$ cat config.mk
export PLATFORM = sky130hd
export DESIGN_NAME = alu_arbiter_flat
export DESIGN_NICKNAME = d
export VERILOG_FILES = /design/src/rtl/alu_arbiter_if.sv /design/src/rtl/alu_arbiter.sv /design/src/flat_wrapper.sv
export SDC_FILE = /design/constraint.sdc
export NUM_CORES = 1
export LEC_CHECK = 0
export CORE_ASPECT_RATIO = 0.9
export CORE_MARGIN = 1.5
export CORE_UTILIZATION = 30
export DETAILED_ROUTE_END_ITERATION = 8
export GPL_TIMING_DRIVEN = 0
export HOLD_SLACK_MARGIN = 0.06
export MAX_ROUTING_LAYER = met4
export PLACE_DENSITY = 0.55
export SKIP_LAST_GASP = 1
export SYNTH_ARGS = -nofsm -noshare
export SYNTH_HDL_FRONTEND = slang
export SYNTH_SLANG_ARGS = --single-unit
$ cat constraint.sdc
create_clock -name CLK -period 7.6 [get_ports CLK]
set_input_delay 1.9 -clock CLK [delete_from_list [all_inputs] [get_ports CLK]]
set_output_delay 1.9 -clock CLK [all_outputs]
set_load 0.1 [all_outputs]
$ cat src/rtl/alu_arbiter_if.sv
// Requester and result handshake bundle for alu_arbiter; the master side drives requests and rsp_ready,
// and the slave side is the arbiter itself.
interface alu_arbiter_if;
  logic        req0_valid;
  logic        req0_ready;
  logic [3:0]  req0_fun;
  logic [31:0] req0_a;
  logic [31:0] req0_b;

  logic        req1_valid;
  logic        req1_ready;
  logic [3:0]  req1_fun;
  logic [31:0] req1_a;
  logic [31:0] req1_b;

  logic        rsp_valid;
  logic        rsp_ready;
  logic        rsp_id;
  logic [31:0] rsp_result;
  logic        rsp_zero;

  modport master (
    output req0_valid, req0_fun, req0_a, req0_b,
    output req1_valid, req1_fun, req1_a, req1_b,
    output rsp_ready,
    input  req0_ready, req1_ready,
    input  rsp_valid, rsp_id, rsp_result, rsp_zero
  );

  modport slave (
    input  req0_valid, req0_fun, req0_a, req0_b,
    input  req1_valid, req1_fun, req1_a, req1_b,
    input  rsp_ready,
    output req0_ready, req1_ready,
    output rsp_valid, rsp_id, rsp_result, rsp_zero
  );
endinterface

$ cat src/rtl/alu_arbiter.sv
// Two requesters share one ALU feeding a single-entry result register; 1-cycle latency.
// Requesters see ready=0 while a held result is not drained; drain and accept can overlap for 1 op/cycle.
module alu_arbiter #(
  parameter bit FIXED_PRIO = 1'b0
) (
  input  logic         CLK,
  input  logic         RST_N,
  alu_arbiter_if.slave bus
);

  typedef enum logic {IDLE = 1'b0, FULL = 1'b1} state_t;

  state_t      state_q, state_d;
  logic [31:0] rsp_result_q, rsp_result_d;
  logic        rsp_zero_q, rsp_zero_d;
  logic        rsp_id_q, rsp_id_d;
  logic        last_q, last_d;

  logic        accept_ok;
  logic        gnt_sel;
  logic        xfer;
  logic [3:0]  sel_fun;
  logic [31:0] sel_a;
  logic [31:0] sel_b;
  logic [31:0] alu_res;

  function automatic logic [31:0] alu_op(input logic [3:0] fun,
                                         input logic [31:0] a,
                                         input logic [31:0] b);
    logic [31:0] r;
    case (fun)
      4'd0:    r = a + b;
      4'd1:    r = a << b[4:0];
      4'd2:    r = {31'd0, $signed(a) < $signed(b)};
      4'd3:    r = {31'd0, a < b};
      4'd4:    r = a ^ b;
      4'd5:    r = a >> b[4:0];
      4'd6:    r = a | b;
      4'd7:    r = a & b;
      4'd8:    r = a - b;
      4'd9:    r = a;
      4'd13:   r = $unsigned($signed(a) >>> b[4:0]);
      default: r = 32'hDEADBEEF;
    endcase
    return r;
  endfunction

  // Grant select: 0 = req0, 1 = req1. On a tie the round-robin favours whoever did not win last.
  always_comb begin
    accept_ok = (state_q == IDLE) || bus.rsp_ready;
    if (bus.req0_valid && bus.req1_valid) begin
      gnt_sel = FIXED_PRIO ? 1'b0 : ~last_q;
    end else begin
      gnt_sel = bus.req1_valid;
    end
    xfer    = RST_N && accept_ok && (bus.req0_valid || bus.req1_valid);
    sel_fun = gnt_sel ? bus.req1_fun : bus.req0_fun;
    sel_a   = gnt_sel ? bus.req1_a   : bus.req0_a;
    sel_b   = gnt_sel ? bus.req1_b   : bus.req0_b;
    alu_res = alu_op(sel_fun, sel_a, sel_b);
  end

  always_comb begin
    state_d      = state_q;
    rsp_result_d = rsp_result_q;
    rsp_zero_d   = rsp_zero_q;
    rsp_id_d     = rsp_id_q;
    last_d       = last_q;
    if (xfer) begin
      state_d      = FULL;
      rsp_result_d = alu_res;
      rsp_zero_d   = (alu_res == 32'd0);
      rsp_id_d     = gnt_sel;
      last_d       = gnt_sel;
    end else if ((state_q == FULL) && bus.rsp_ready) begin
      state_d = IDLE;
    end
  end

  // Reset wins over any same-cycle transfer or drain; pointer starts at 1 so req0 takes the first tie.
  always_ff @(posedge CLK) begin
    if (!RST_N) begin
      state_q      <= IDLE;
      rsp_result_q <= 32'd0;
      rsp_zero_q   <= 1'b0;
      rsp_id_q     <= 1'b0;
      last_q       <= 1'b1;
    end else begin
      state_q      <= state_d;
      rsp_result_q <= rsp_result_d;
      rsp_zero_q   <= rsp_zero_d;
      rsp_id_q     <= rsp_id_d;
      last_q       <= last_d;
    end
  end

  assign bus.req0_ready = xfer && !gnt_sel;
  assign bus.req1_ready = xfer && gnt_sel;
  assign bus.rsp_valid  = (state_q == FULL);
  assign bus.rsp_result = rsp_result_q;
  assign bus.rsp_zero   = rsp_zero_q;
  assign bus.rsp_id     = rsp_id_q;

endmodule

$ cat src/flat_wrapper.sv
// flat-port wrapper written by rule: the top's interface ports become plain ports
module alu_arbiter_flat 
#(
  parameter bit FIXED_PRIO = 1'b0
)
  (CLK, RST_N, bus_req0_valid, bus_req0_fun, bus_req0_a, bus_req0_b, bus_req1_valid, bus_req1_fun, bus_req1_a, bus_req1_b, bus_rsp_ready, bus_req0_ready, bus_req1_ready, bus_rsp_valid, bus_rsp_id, bus_rsp_result, bus_rsp_zero);
  alu_arbiter_if bus_i ();
  input  logic CLK;
  input  logic RST_N;
  input wire logic [$bits(bus_i.req0_valid)-1:0] bus_req0_valid;
  input wire logic [$bits(bus_i.req0_fun)-1:0] bus_req0_fun;
  input wire logic [$bits(bus_i.req0_a)-1:0] bus_req0_a;
  input wire logic [$bits(bus_i.req0_b)-1:0] bus_req0_b;
  input wire logic [$bits(bus_i.req1_valid)-1:0] bus_req1_valid;
  input wire logic [$bits(bus_i.req1_fun)-1:0] bus_req1_fun;
  input wire logic [$bits(bus_i.req1_a)-1:0] bus_req1_a;
  input wire logic [$bits(bus_i.req1_b)-1:0] bus_req1_b;
  input wire logic [$bits(bus_i.rsp_ready)-1:0] bus_rsp_ready;
  output wire logic [$bits(bus_i.req0_ready)-1:0] bus_req0_ready;
  output wire logic [$bits(bus_i.req1_ready)-1:0] bus_req1_ready;
  output wire logic [$bits(bus_i.rsp_valid)-1:0] bus_rsp_valid;
  output wire logic [$bits(bus_i.rsp_id)-1:0] bus_rsp_id;
  output wire logic [$bits(bus_i.rsp_result)-1:0] bus_rsp_result;
  output wire logic [$bits(bus_i.rsp_zero)-1:0] bus_rsp_zero;
  assign bus_i.req0_valid = bus_req0_valid;
  assign bus_i.req0_fun = bus_req0_fun;
  assign bus_i.req0_a = bus_req0_a;
  assign bus_i.req0_b = bus_req0_b;
  assign bus_i.req1_valid = bus_req1_valid;
  assign bus_i.req1_fun = bus_req1_fun;
  assign bus_i.req1_a = bus_req1_a;
  assign bus_i.req1_b = bus_req1_b;
  assign bus_i.rsp_ready = bus_rsp_ready;
  assign bus_req0_ready = bus_i.req0_ready;
  assign bus_req1_ready = bus_i.req1_ready;
  assign bus_rsp_valid = bus_i.rsp_valid;
  assign bus_rsp_id = bus_i.rsp_id;
  assign bus_rsp_result = bus_i.rsp_result;
  assign bus_rsp_zero = bus_i.rsp_zero;
  alu_arbiter #(.FIXED_PRIO(FIXED_PRIO)) u_core (.CLK(CLK), .RST_N(RST_N), .bus(bus_i));
endmodule
==> flow_summary.json, run 1 <==
{
  "synth_edf_count": 0,
  "syn_inst": 2098,
  "path_cells": "dlygate4sd2_1 > a21bo_4 > buf_12 > buf_4 > mux2i_1 > a211oi_1 > clkbuf_1 > a2111oi_1 > o21ai_0 > a311oi_1 > o211ai_1 > a21oi_1 > nand4_1 > or4_4 > o31ai_2",
  "synth_top_area_share_pct": 15.5,
  "final_nets": 2564,
  "grt_antenna_before_repair": 3,
  "chipWidth_um": 231,
  "yosysMostFrequentCell": "nand2_1",
  "hold_violations": 0,
  "fp.coreArea_mm2": 0.0457,
  "drv.max_cap_violation_count": 1,
  "count_of_final_max_slew_check_failures": 7,
  "synthesis.yosys.warnings": 0,
  "violations_in_the_final_reports": "DRC, capacitance limit, slew limit, setup timing",
  "hpwlAfterDp_mm": 87.5,
  "p_per_area_mw_per_mm2": 153,
  "reg2reg_depth": 14,
  "setup_repair_after_global_routing_missed_its_margin": "no",
  "layout-drive-gt1-share_pct": 14.6,
  "place.port_buffers": 170,
  "critPathCaptureType": "flip-flop",
  "cts_root_buf": "clkbuf_16",
  "design.die.area_mm2": 0.0481,
  "placement_rows": 74,
  "drtIter0Drc": 2683,
  "worst-path-buf-inv": 4,
  "setup_violations_final": 1,
  "cts_tree": "done",
  "die-height_um": 208,
  "cp.required_ns": 7.79,
  "cts_buf_count": 5,
  "worstSetupPathDepth": 15,
  "setup.worst_path.class": "in2reg",
  "syn_area_per_cell_um2": 6.69,
  "timing.critical_path.fanout_max": 10,
  "worst_pin_slew_ns": 1.52,
  "synth.cell_area_mm2": 0.0140,
  "routed_wl_mm": 107,
  "skew_ns": 0.00308,
  "cp_top_family": "compound AO/OA/AOI/OAI gates",
  "clkTransAtPathRegs_ns": 0.05,
  "first_pass_iters": 9,
  "relSlewSlack_pct": -1.90,
  "hold_class": "reg2reg",
  "pin_count_of_the_biggest_net_entering_global_routing": 29,
  "status": "complete, but fails checks",
  "timing.final.ws_setup_ns": -0.0413,
  "clock_tree.htree_level_count": 2,
  "post-route-util_pct": 40.0,
  "place.gp.congestion": 1.09,
  "fmax_mhz": 131,
  "worstSkewPairLatency_ns": 0.27,
  "grtUsageTotal_pct": 44.0,
  "power.ir.vdd_worst_mv": 0.0791,
  "critical-path-max-stage-delay_ns": 1.03,
  "drc": 5,
  "filler_cell_count": 4961,
  "worst_setup_path_start_kind": "primary input",
  "post_cts_hold_buffer_count": 0,
  "worstHoldPathCells": 2,
  "crit_slowest_cell": "mux2i_1",
  "layout_worst_path_cycle_share_pct": 101,
  "gr-total-overflow": 0,
  "grt_pass1_wl_mm": 146,
  "yosysSeqAreaShare_pct": 5.14,
  "yosys_register_bits": 36,
  "timing.final.crit_period_ns": 7.64,
  "postSynth.asyncResetShare_pct": 0,
  "postSynth.topFlopCell": "dfxtp_1",
  "grt_pass1_vias": 18300,
  "clockBufferDepth": 2,
  "synth.lib_cells_used.distinct": 85,
  "routed_via_density": 6.66,
  "cts_sinks": 36,
  "cellLeakagePower_nw": 7.47,
  "initial_core_util_pct": 30.7,
  "fin_setup_tns_ns": -0.0413,
  "synth_top_cells_by_area": "mux2i_1, ha_1, nand2_1, a21oi_1, dfxtp_1",
  "yosys-top-cells-count": "nand2_1, mux2i_1, nor2_1",
  "antenna_violating_nets_post_route": 0,
  "syn_nets": 2344,
  "netlist.top_cell.by_area": "mux2i_1",
  "critical_path_arrival_ns": 7.83,
  "boundaryPins": 178,
  "area_growth_pct": 30.5,
  "vias": 19500,
  "wire_per_inst_um": 36.4
}
==> flip-flops by register name (all words and copies together), names as in the netlist <==
signal                 cells
u_core.bus.rsp_id          1
u_core.bus.rsp_valid       1
u_core.bus.rsp_zero        1
u_core.last_q              1
u_core.bus.rsp_result     32
==> metal layers <==
layer	wire length, µm	part of all wire [%]	up-vias	global-route usage [%]
met3	12700	12	260	11.2
met4	6210	5.8	0	19.7
met1	44600	42	9553	58.3
li1	-	-	8239	-
met2	43200	40	1455	62.2
met5	0	0	-	-
==> cell type report <==
cell class | count | area [µm²] | share of cell area [%]
Multi-Input combinational cell | 1788 | 13100 | 71.3
Antenna cell | 3 | 7.51 | 0.0410
Buffer | 150 | 1040 | 5.66
Clock inverter | 1 | 5.00 | 0.0273
Timing Repair Buffer | 233 | 2190 | 11.9
Sequential cell | 36 | 721 | 3.93
Tap cell | 608 | 761 | 4.15
Inverter | 104 | 409 | 2.23
Clock buffer | 6 | 129 | 0.704
==> worst register-to-register path: stages, from the launching register on <==
cell and delay, ns:
dfxtp_1 0.40, a21bo_4 0.20, buf_12 0.15, buf_4 0.21, mux2i_1 1.03, a211oi_1 0.52
clkbuf_1 0.50, a2111oi_1 0.87, o21ai_0 0.27, a311oi_1 0.41, o211ai_1 0.21, a21oi_1 0.41
nand4_1 0.15, or4_4 0.55, o31ai_2 0.21
==> cells in the final DEF, fill, tap and decap left out, types with 66 or more instances in the layout <==
| cell | instances |
|---|---|
| nand2_1 | 291 |
| mux2i_1 | 205 |
| clkdlybuf4s50_1 | 168 |
| nor2_1 | 163 |
| a21oi_1 | 140 |
| o21ai_0 | 116 |
| inv_1 | 96 |
| ha_1 | 86 |
| clkbuf_1 | 72 |
| buf_4 | 67 |
| nand3_1 | 66 |
==> power by group <==
part	internal (mW)	total [mW]	switching, mW
logic	0.753	2.38	1.63
clock network	0.119	0.185	0.0660
registers	0.218	0.234	0.0155
total	1.09	2.80	1.71
==> repair_timing <==
item / 4_1_cts / 5_1_grt
gates cloned: 1 / 0
endpoints found under the setup margin: 35 / 3
pin swaps: 26 / 32
buffers inserted: 30 / 30
gates resized for setup: 245 / 93
==> per-stage QoR <==
stage,power [mW],hold WS (ns),worst slack [ns],std cells,cell area (µm²)
2_1_floorplan,1.44,0.478,0.0412,2098,14100
3_3_place_gp,2.28,0.460,-4.69,2876,16500
3_5_place_dp,2.27,0.463,-4.03,2878,16500
4_1_cts,2.61,0.473,0.00249,2903,17800
5_1_grt,2.86,0.495,0.00154,2929,18300
6_report,2.80,0.467,-0.0413,2929,18300
==> cell families (layout without fill, tap and decap cells) <==
| kind of cell | count (synthesis) | count (layout) | synth area share, % |
|---|---|---|---|
| flip-flops | 36 | 36 | 5.14 |
| multiplexers | 282 | 282 | 21.3 |
| XOR/XNOR | 23 | 23 | 1.44 |
| other | 0 | 3 | 0 |
| AO/OA/AOI/OAI | 638 | 638 | 30.4 |
| AND/OR/NAND/NOR | 740 | 740 | 24.5 |
| adder cells (fa/ha/maj) | 105 | 105 | 9.42 |
| buffers and inverters | 274 | 494 | 7.83 |
==> worst paths after layout <==
path | endpoint | slack (ns) | startpoint
setup / recovery | u_core.bus.rsp_zero | -0.04 | bus_req0_valid
hold / removal | u_core.bus.rsp_result[4] | 0.47 | u_core.bus.rsp_result[4]
setup reg to reg | u_core.bus.rsp_zero | 1.43 | u_core.last_q
hold reg to reg | u_core.bus.rsp_result[4] | 0.47 | u_core.bus.rsp_result[4]
Note: power is estimated with default switching activity, not from simulation.
==> inputs of run 2 (changes only) <==
--- a/config.mk
+++ b/config.mk
@@ -8,6 +8,7 @@
 export CORE_ASPECT_RATIO = 0.9
 export CORE_MARGIN = 1.5
 export CORE_UTILIZATION = 30
+export CTS_BUF_LIST = sky130_fd_sc_hd__clkbuf_4 sky130_fd_sc_hd__clkbuf_8
 export DETAILED_ROUTE_END_ITERATION = 8
 export GPL_TIMING_DRIVEN = 0
 export HOLD_SLACK_MARGIN = 0.06
==> run 2 against run 1 <==
Compared with the run above:
- the flow finishes with violations (DRC, capacitance limit, slew limit)
- register-to-register slack gained 0.07 ns
- routed wire length down 0.46%
- sequential power hardly changed
- clock-buffer cell count did not move
- non-clock buffer count fell by 4
- combinational power barely moved
==> flow_summary.json, run 2 (synthesized netlist as in run 1, its figures left out) <==
{
  "layout_commonest_cell": "nand2_1",
  "drc": 4,
  "mostFrequentLayoutCells": "nand2_1, mux2i_1, clkdlybuf4s50_1, nor2_1, a21oi_1",
  "vias": 19500,
  "layout_worst_path_cycle_share_pct": 99.8,
  "cp.required_ns": 7.80,
  "multi_input_area_mm2": 0.0131,
  "cts_root_buf": "clkbuf_8",
  "routed_wl_mm": 106,
  "final_nets": 2560,
  "grt_pass1_vias": 18200,
  "skew_ns": 0.00488,
  "timing.critical_path.fanout_max": 11,
  "hold_violations": 0,
  "drv.max_cap_violation_count": 1,
  "cellLeakagePower_nw": 7.44,
  "fin_setup_tns_ns": 0,
  "placement_rows": 74,
  "post_cts_hold_buffer_count": 0,
  "place.port_buffers": 170,
  "clockBufferDepth": 2,
  "register_area_um2": 721,
  "p_per_area_mw_per_mm2": 150,
  "relSlewSlack_pct": -1.42,
  "clkTransAtPathRegs_ns": 0.07,
  "fmax_mhz": 132,
  "cts_sinks": 36,
  "critPathCaptureType": "flip-flop",
  "grt_antenna_before_repair": 2,
  "chipWidth_um": 231,
  "boundaryPins": 178,
  "critical_path_arrival_ns": 7.79,
  "routed_via_density": 6.68,
  "setup.worst_path.class": "in2reg",
  "initial_core_util_pct": 30.7,
  "power.ir.vdd_worst_mv": 0.0655,
  "violations_in_the_final_reports": "DRC, capacitance limit, slew limit",
  "status": "complete, but fails checks",
  "area_growth_pct": 30.1,
  "clock_tree.htree_level_count": 2,
  "filler_cell_count": 4961,
  "hold_class": "reg2reg",
  "grtUsageTotal_pct": 43.8,
  "grt_pass1_wl_mm": 145,
  "gr-total-overflow": 0,
  "count_of_final_max_slew_check_failures": 7,
  "pin_count_of_the_biggest_net_entering_global_routing": 29,
  "cts_buf_count": 5,
  "largest_register_ffs": 32,
  "setup_violations_final": 0,
  "drtIter0Drc": 2604,
  "worst_hold_slack_ns": 0.470,
  "design.die.area_mm2": 0.0481,
  "place.gp.congestion": 1.09,
  "die-height_um": 208,
  "fp.coreArea_mm2": 0.0457,
  "worst_setup_path_start_kind": "primary input",
  "cts_tree": "done",
  "wire_per_inst_um": 36.3,
  "worst_pin_slew_ns": 1.51,
  "layout-drive-gt1-share_pct": 14.4,
  "hpwlAfterDp_mm": 87.5,
  "first_pass_iters": 9,
  "antenna_violating_nets_post_route": 0,
  "timing.final.crit_period_ns": 7.58,
  "worstSkewPairLatency_ns": 0.28
}
[run 2: changes by cell type in the layout (fill, tap and decap cells not counted), sizes merged]
cell / previous run / this run
buf: 113 / 110
clkinvlp: 3 / 2
clkbuf: 105 / 104
clkinv: 4 / 5
diode: 3 / 2
[run 2: worst paths after layout]
| path | startpoint | endpoint | slack, ns | depth (start not counted) |
|---|---|---|---|---|
| hold reg to reg | u_core.bus.rsp_result[28] | u_core.bus.rsp_result[28] | 0.47 | 2 |
| hold / removal | u_core.bus.rsp_result[28] | u_core.bus.rsp_result[28] | 0.47 | 2 |
| setup reg to reg | u_core.last_q | u_core.bus.rsp_zero | 1.50 | 21 |
| setup / recovery | bus_req0_valid | u_core.bus.rsp_zero | 0.02 | 22 |
[run 2: per-layer routing]
| metal | global-route usage (%) | vias to the layer above | routed length (µm) |
|---|---|---|---|
| met5 | - | - | 0 |
| met4 | 20.1 | 0 | 6540 |
| met3 | 9.68 | 296 | 12500 |
| met2 | 61.8 | 1395 | 42900 |
| met1 | 58.7 | 9614 | 44300 |
| li1 | - | 8221 | - |
[run 2: stage by stage]
step	power (mW)	worst slack [ns]	utilization [%]	cells	instance area (µm²)
5_1_grt	2.80	-0.0135	39.9	2924	18300
2_1_floorplan	1.44	0.0412	-	2098	14100
3_3_place_gp	2.28	-4.69	36.1	2876	16500
6_report	2.74	0.0151	39.9	2924	18300
4_1_cts	2.54	0.00102	38.8	2900	17700
3_5_place_dp	2.27	-4.03	36.2	2878	16500
[run 2: power by group]
part,internal (mW),switching (mW)
clock,0.0657,0.0604
sequential,0.218,0.0152
combinational,0.754,1.62
[run 2: final cells by class]
class	instances	area share (%)
multi-input cells	1788	71.6
repair buffers	227	11.8
plain buffers	152	5.81
well taps	608	4.17
flip-flops and latches	36	3.95
inverters	104	2.22
clock buffers	6	0.418
clock inverters	1	0.0274
diodes	2	0.0274
[run 2: worst max-delay path, stage by stage]
cell and delay, ns:
dlygate4sd2_1 0.26, a21bo_4 0.25, buf_12 0.16, mux2i_2 0.36, clkinvlp_4 0.27, buf_2 0.27
clkbuf_1 0.32, clkbuf_2 0.46, ha_1 0.37, a221oi_4 0.30, buf_4 0.17, buf_4 0.12
a21oi_1 0.06, nand2b_1 0.20, xnor2_2 0.27, o221ai_1 0.30, a211oi_2 0.41, nand2_1 0.15
nor4_4 0.29, nand4_1 0.12, or4_4 0.53, o31ai_2 0.21
[run 2: timing repair]
item                       in CTS  in global routing
cloned                          1                  0
setup endpoints to repair      35                  5
pin swaps                      25                 33
buffers inserted               27                 27
gates resized for setup       243                 89
==> inputs of run 3 (changes only) <==
==> constraint.sdc (replaced) <==
create_clock -name CLK -period 7.6 [get_ports CLK]
set_input_delay 1.14 -clock CLK [delete_from_list [all_inputs] [get_ports CLK]]
set_output_delay 1.14 -clock CLK [all_outputs]
set_load 0.1 [all_outputs]
==> run 3 against run 2 <==
Compared with the run above:
- the run ends with setup timing left
- clock-buffer cell count stayed put
- clock power is 9% higher
- global-route usage is 0.10 points higher
- critical path depth is 4 lower
- sequential cell count stayed put
- sequential share of layout area is 0.24 points higher
- combinational power is 7% lower
- routed wire length is 0.39% lower
- first-iteration DRC count is 13% higher
- fmax is 0.28% lower
- sequential power hardly changed
- critical path type unchanged
==> flow_summary.json, run 3 (synthesized netlist as in run 1, its figures left out) <==
{
  "grt_antenna_before_repair": 12,
  "final-instance-count-excl-fill": 2891,
  "violations_in_the_final_reports": "setup timing",
  "antenna_violating_nets_post_route": 0,
  "cell_internal_pwr_uw": 938,
  "drtIter0Drc": 2938,
  "worstSkewPairLatency_ns": 0.29,
  "rrSetupSlack_ns": 0.94,
  "top_usage_layer": "met2",
  "worst_setup_path_start_kind": "primary input",
  "boundaryPins": 178,
  "grt_use_met3_pct": 10.2,
  "critPathCaptureType": "flip-flop",
  "place.port_buffers": 170,
  "largest_register_ffs": 32,
  "layout-drive-gt1-share_pct": 9.54,
  "timing.final.crit_period_ns": 7.61,
  "skew_ns": 0.00415,
  "count_of_final_max_slew_check_failures": 0,
  "routed_wl_mm": 106,
  "setup.worst_path.class": "in2reg",
  "reported_net_switching_power_mw": 1.65,
  "chipWidth_um": 231,
  "numPlacedInstances": 2878,
  "p_clk_share_pct": 5.3,
  "clock_tree.htree_level_count": 2,
  "total_power_mw": 2.59,
  "critical-path-max-stage-delay_ns": 0.75,
  "wire_per_inst_um": 36.6,
  "cp_top_family": "buffers and inverters",
  "clockBufferDepth": 2,
  "gr-total-overflow": 0,
  "cp.required_ns": 7.81,
  "cts_buf_count": 5,
  "layout_commonest_cell": "nand2_1",
  "layout_worst_path_cycle_share_pct": 100,
  "area_growth_pct": 22.6,
  "final_nets": 2519,
  "clkTransAtPathRegs_ns": 0.07,
  "drv.max_cap_violation_count": 0,
  "post_cts_hold_buffer_count": 0,
  "p_per_area_mw_per_mm2": 150,
  "grtUsageTotal_pct": 43.9,
  "path_cells": "clkdlybuf4s50_1 > a21bo_4 > buf_8 > buf_6 > buf_2 > mux2i_1 > buf_2 > clkbuf_2 > clkbuf_2 > o22ai_1 > a2111oi_0 > o21ai_0 > nor2_1 > o2111ai_1 > a21oi_1 > nand4_1 > or4_1 > o31ai_2",
  "vias": 19500,
  "initial_core_util_pct": 30.7,
  "first_pass_iters": 6,
  "placement_rows": 74,
  "pwr-share-comb_pct": 85.7,
  "relSlewSlack_pct": 4.42,
  "finish.instance_area_mm2": 0.0172,
  "grt_util_met2_pct": 61.6,
  "worst_pin_slew_ns": 1.43,
  "worst-path-buf-inv": 7,
  "mostFrequentLayoutCells": "nand2_1, mux2i_1, clkdlybuf4s50_1, nor2_1, a21oi_1",
  "pin_count_of_the_biggest_net_entering_global_routing": 29,
  "status": "complete, but fails checks",
  "cts_sinks": 36,
  "grt_pass1_vias": 18000,
  "crit_slowest_cell": "a2111oi_0",
  "drc": 0,
  "setup_violations_final": 1,
  "hold_violations": 0,
  "place.gp.congestion": 1.08,
  "cts_tree": "done",
  "cts_root_buf": "clkbuf_8",
  "timing.final.ws_setup_ns": -0.00653,
  "fmax_mhz": 131,
  "switching_share_pct": 63.7,
  "gr_met1_demand_resource_pct": 58.7,
  "critical_path_arrival_ns": 7.82,
  "hpwlAfterDp_mm": 87.3,
  "fp.coreArea_mm2": 0.0457,
  "design.die.area_mm2": 0.0481,
  "hold_class": "reg2reg",
  "routed_via_density": 6.75,
  "dpl-instance-area_mm2": 0.0165,
  "seq_power_share_pct": 9.0,
  "die-height_um": 208,
  "cellLeakagePower_nw": 7.06,
  "power.ir.vdd_worst_mv": 0.0761,
  "timing.critical_path.fanout_max": 10,
  "grt_pass1_wl_mm": 145
}
run 3: layout make-up:
type,count,area (µm²)
fill,4976,28500
multi-input combinational,1788,12500
timing repair buffer,183,1810
buffer,155,877
tap,608,761
sequential,36,721
inverter,104,394
clock buffer,6,82.6
antenna,9,22.5
clock inverter,2,10.0
run 3: what timing repair did:
action / in CTS / in global routing
endpoints found under the setup margin: 35 / 1
pin swaps: 3 / 4
buffers inserted: 6 / 4
cloned: 0 / 1
endpoints found under the hold margin: 0 / 0
gates resized for setup: 127 / 47
run 3: final timing paths:
| kind | end | cells past startpoint | from |
|---|---|---|---|
| worst max register to register | u_core.bus.rsp_zero | 17 | u_core.last_q |
| worst max-delay path | u_core.bus.rsp_zero | 18 | bus_req0_valid |
| worst min register to register | u_core.bus.rsp_result[23] | 2 | u_core.bus.rsp_result[23] |
| worst min-delay path | u_core.bus.rsp_result[23] | 2 | u_core.bus.rsp_result[23] |
run 3: stage by stage:
stage | TNS, ns | setup slack, ns | util (%) | hold slack, ns
after detailed placement | -84.65 | -4.03 | 36.1 | 0.461
after CTS | 0 | 0.00538 | 37.2 | 0.472
after global placement | -87.74 | -4.66 | 36.1 | 0.459
after global routing | -0.0341 | -0.0341 | 37.6 | 0.499
after floorplan | 0 | 0.229 | - | 0.478
final | -0.00653 | -0.00653 | 37.6 | 0.468
run 3: worst register-to-register path, stage by stage, from the launching register on:
cell	delay, ns
dfxtp_1	0.40
a21bo_4	0.27
buf_8	0.23
buf_6	0.22
buf_2	0.45
mux2i_1	0.52
buf_2	0.44
clkbuf_2	0.48
clkbuf_2	0.47
o22ai_1	0.16
a2111oi_0	0.75
o21ai_0	0.19
nor2_1	0.23
o2111ai_1	0.26
a21oi_1	0.57
nand4_1	0.15
or4_1	0.57
o31ai_2	0.21
run 3: metal layers:
layer,vias up,part of all wire (%)
li1,8145,-
met1,9580,42
met2,1495,40
met3,298,12
met4,0,6.0
met5,-,0
run 3: power groups by stage:
stage | Clock, mW | Combinational, mW | Sequential (mW)
floorplan | 0 | 1.00 | 0.438
global placement | 0 | 2.04 | 0.237
detailed placement | 0 | 2.03 | 0.238
CTS | 0.141 | 2.09 | 0.233
global route | 0.149 | 2.27 | 0.236
finish | 0.137 | 2.22 | 0.233
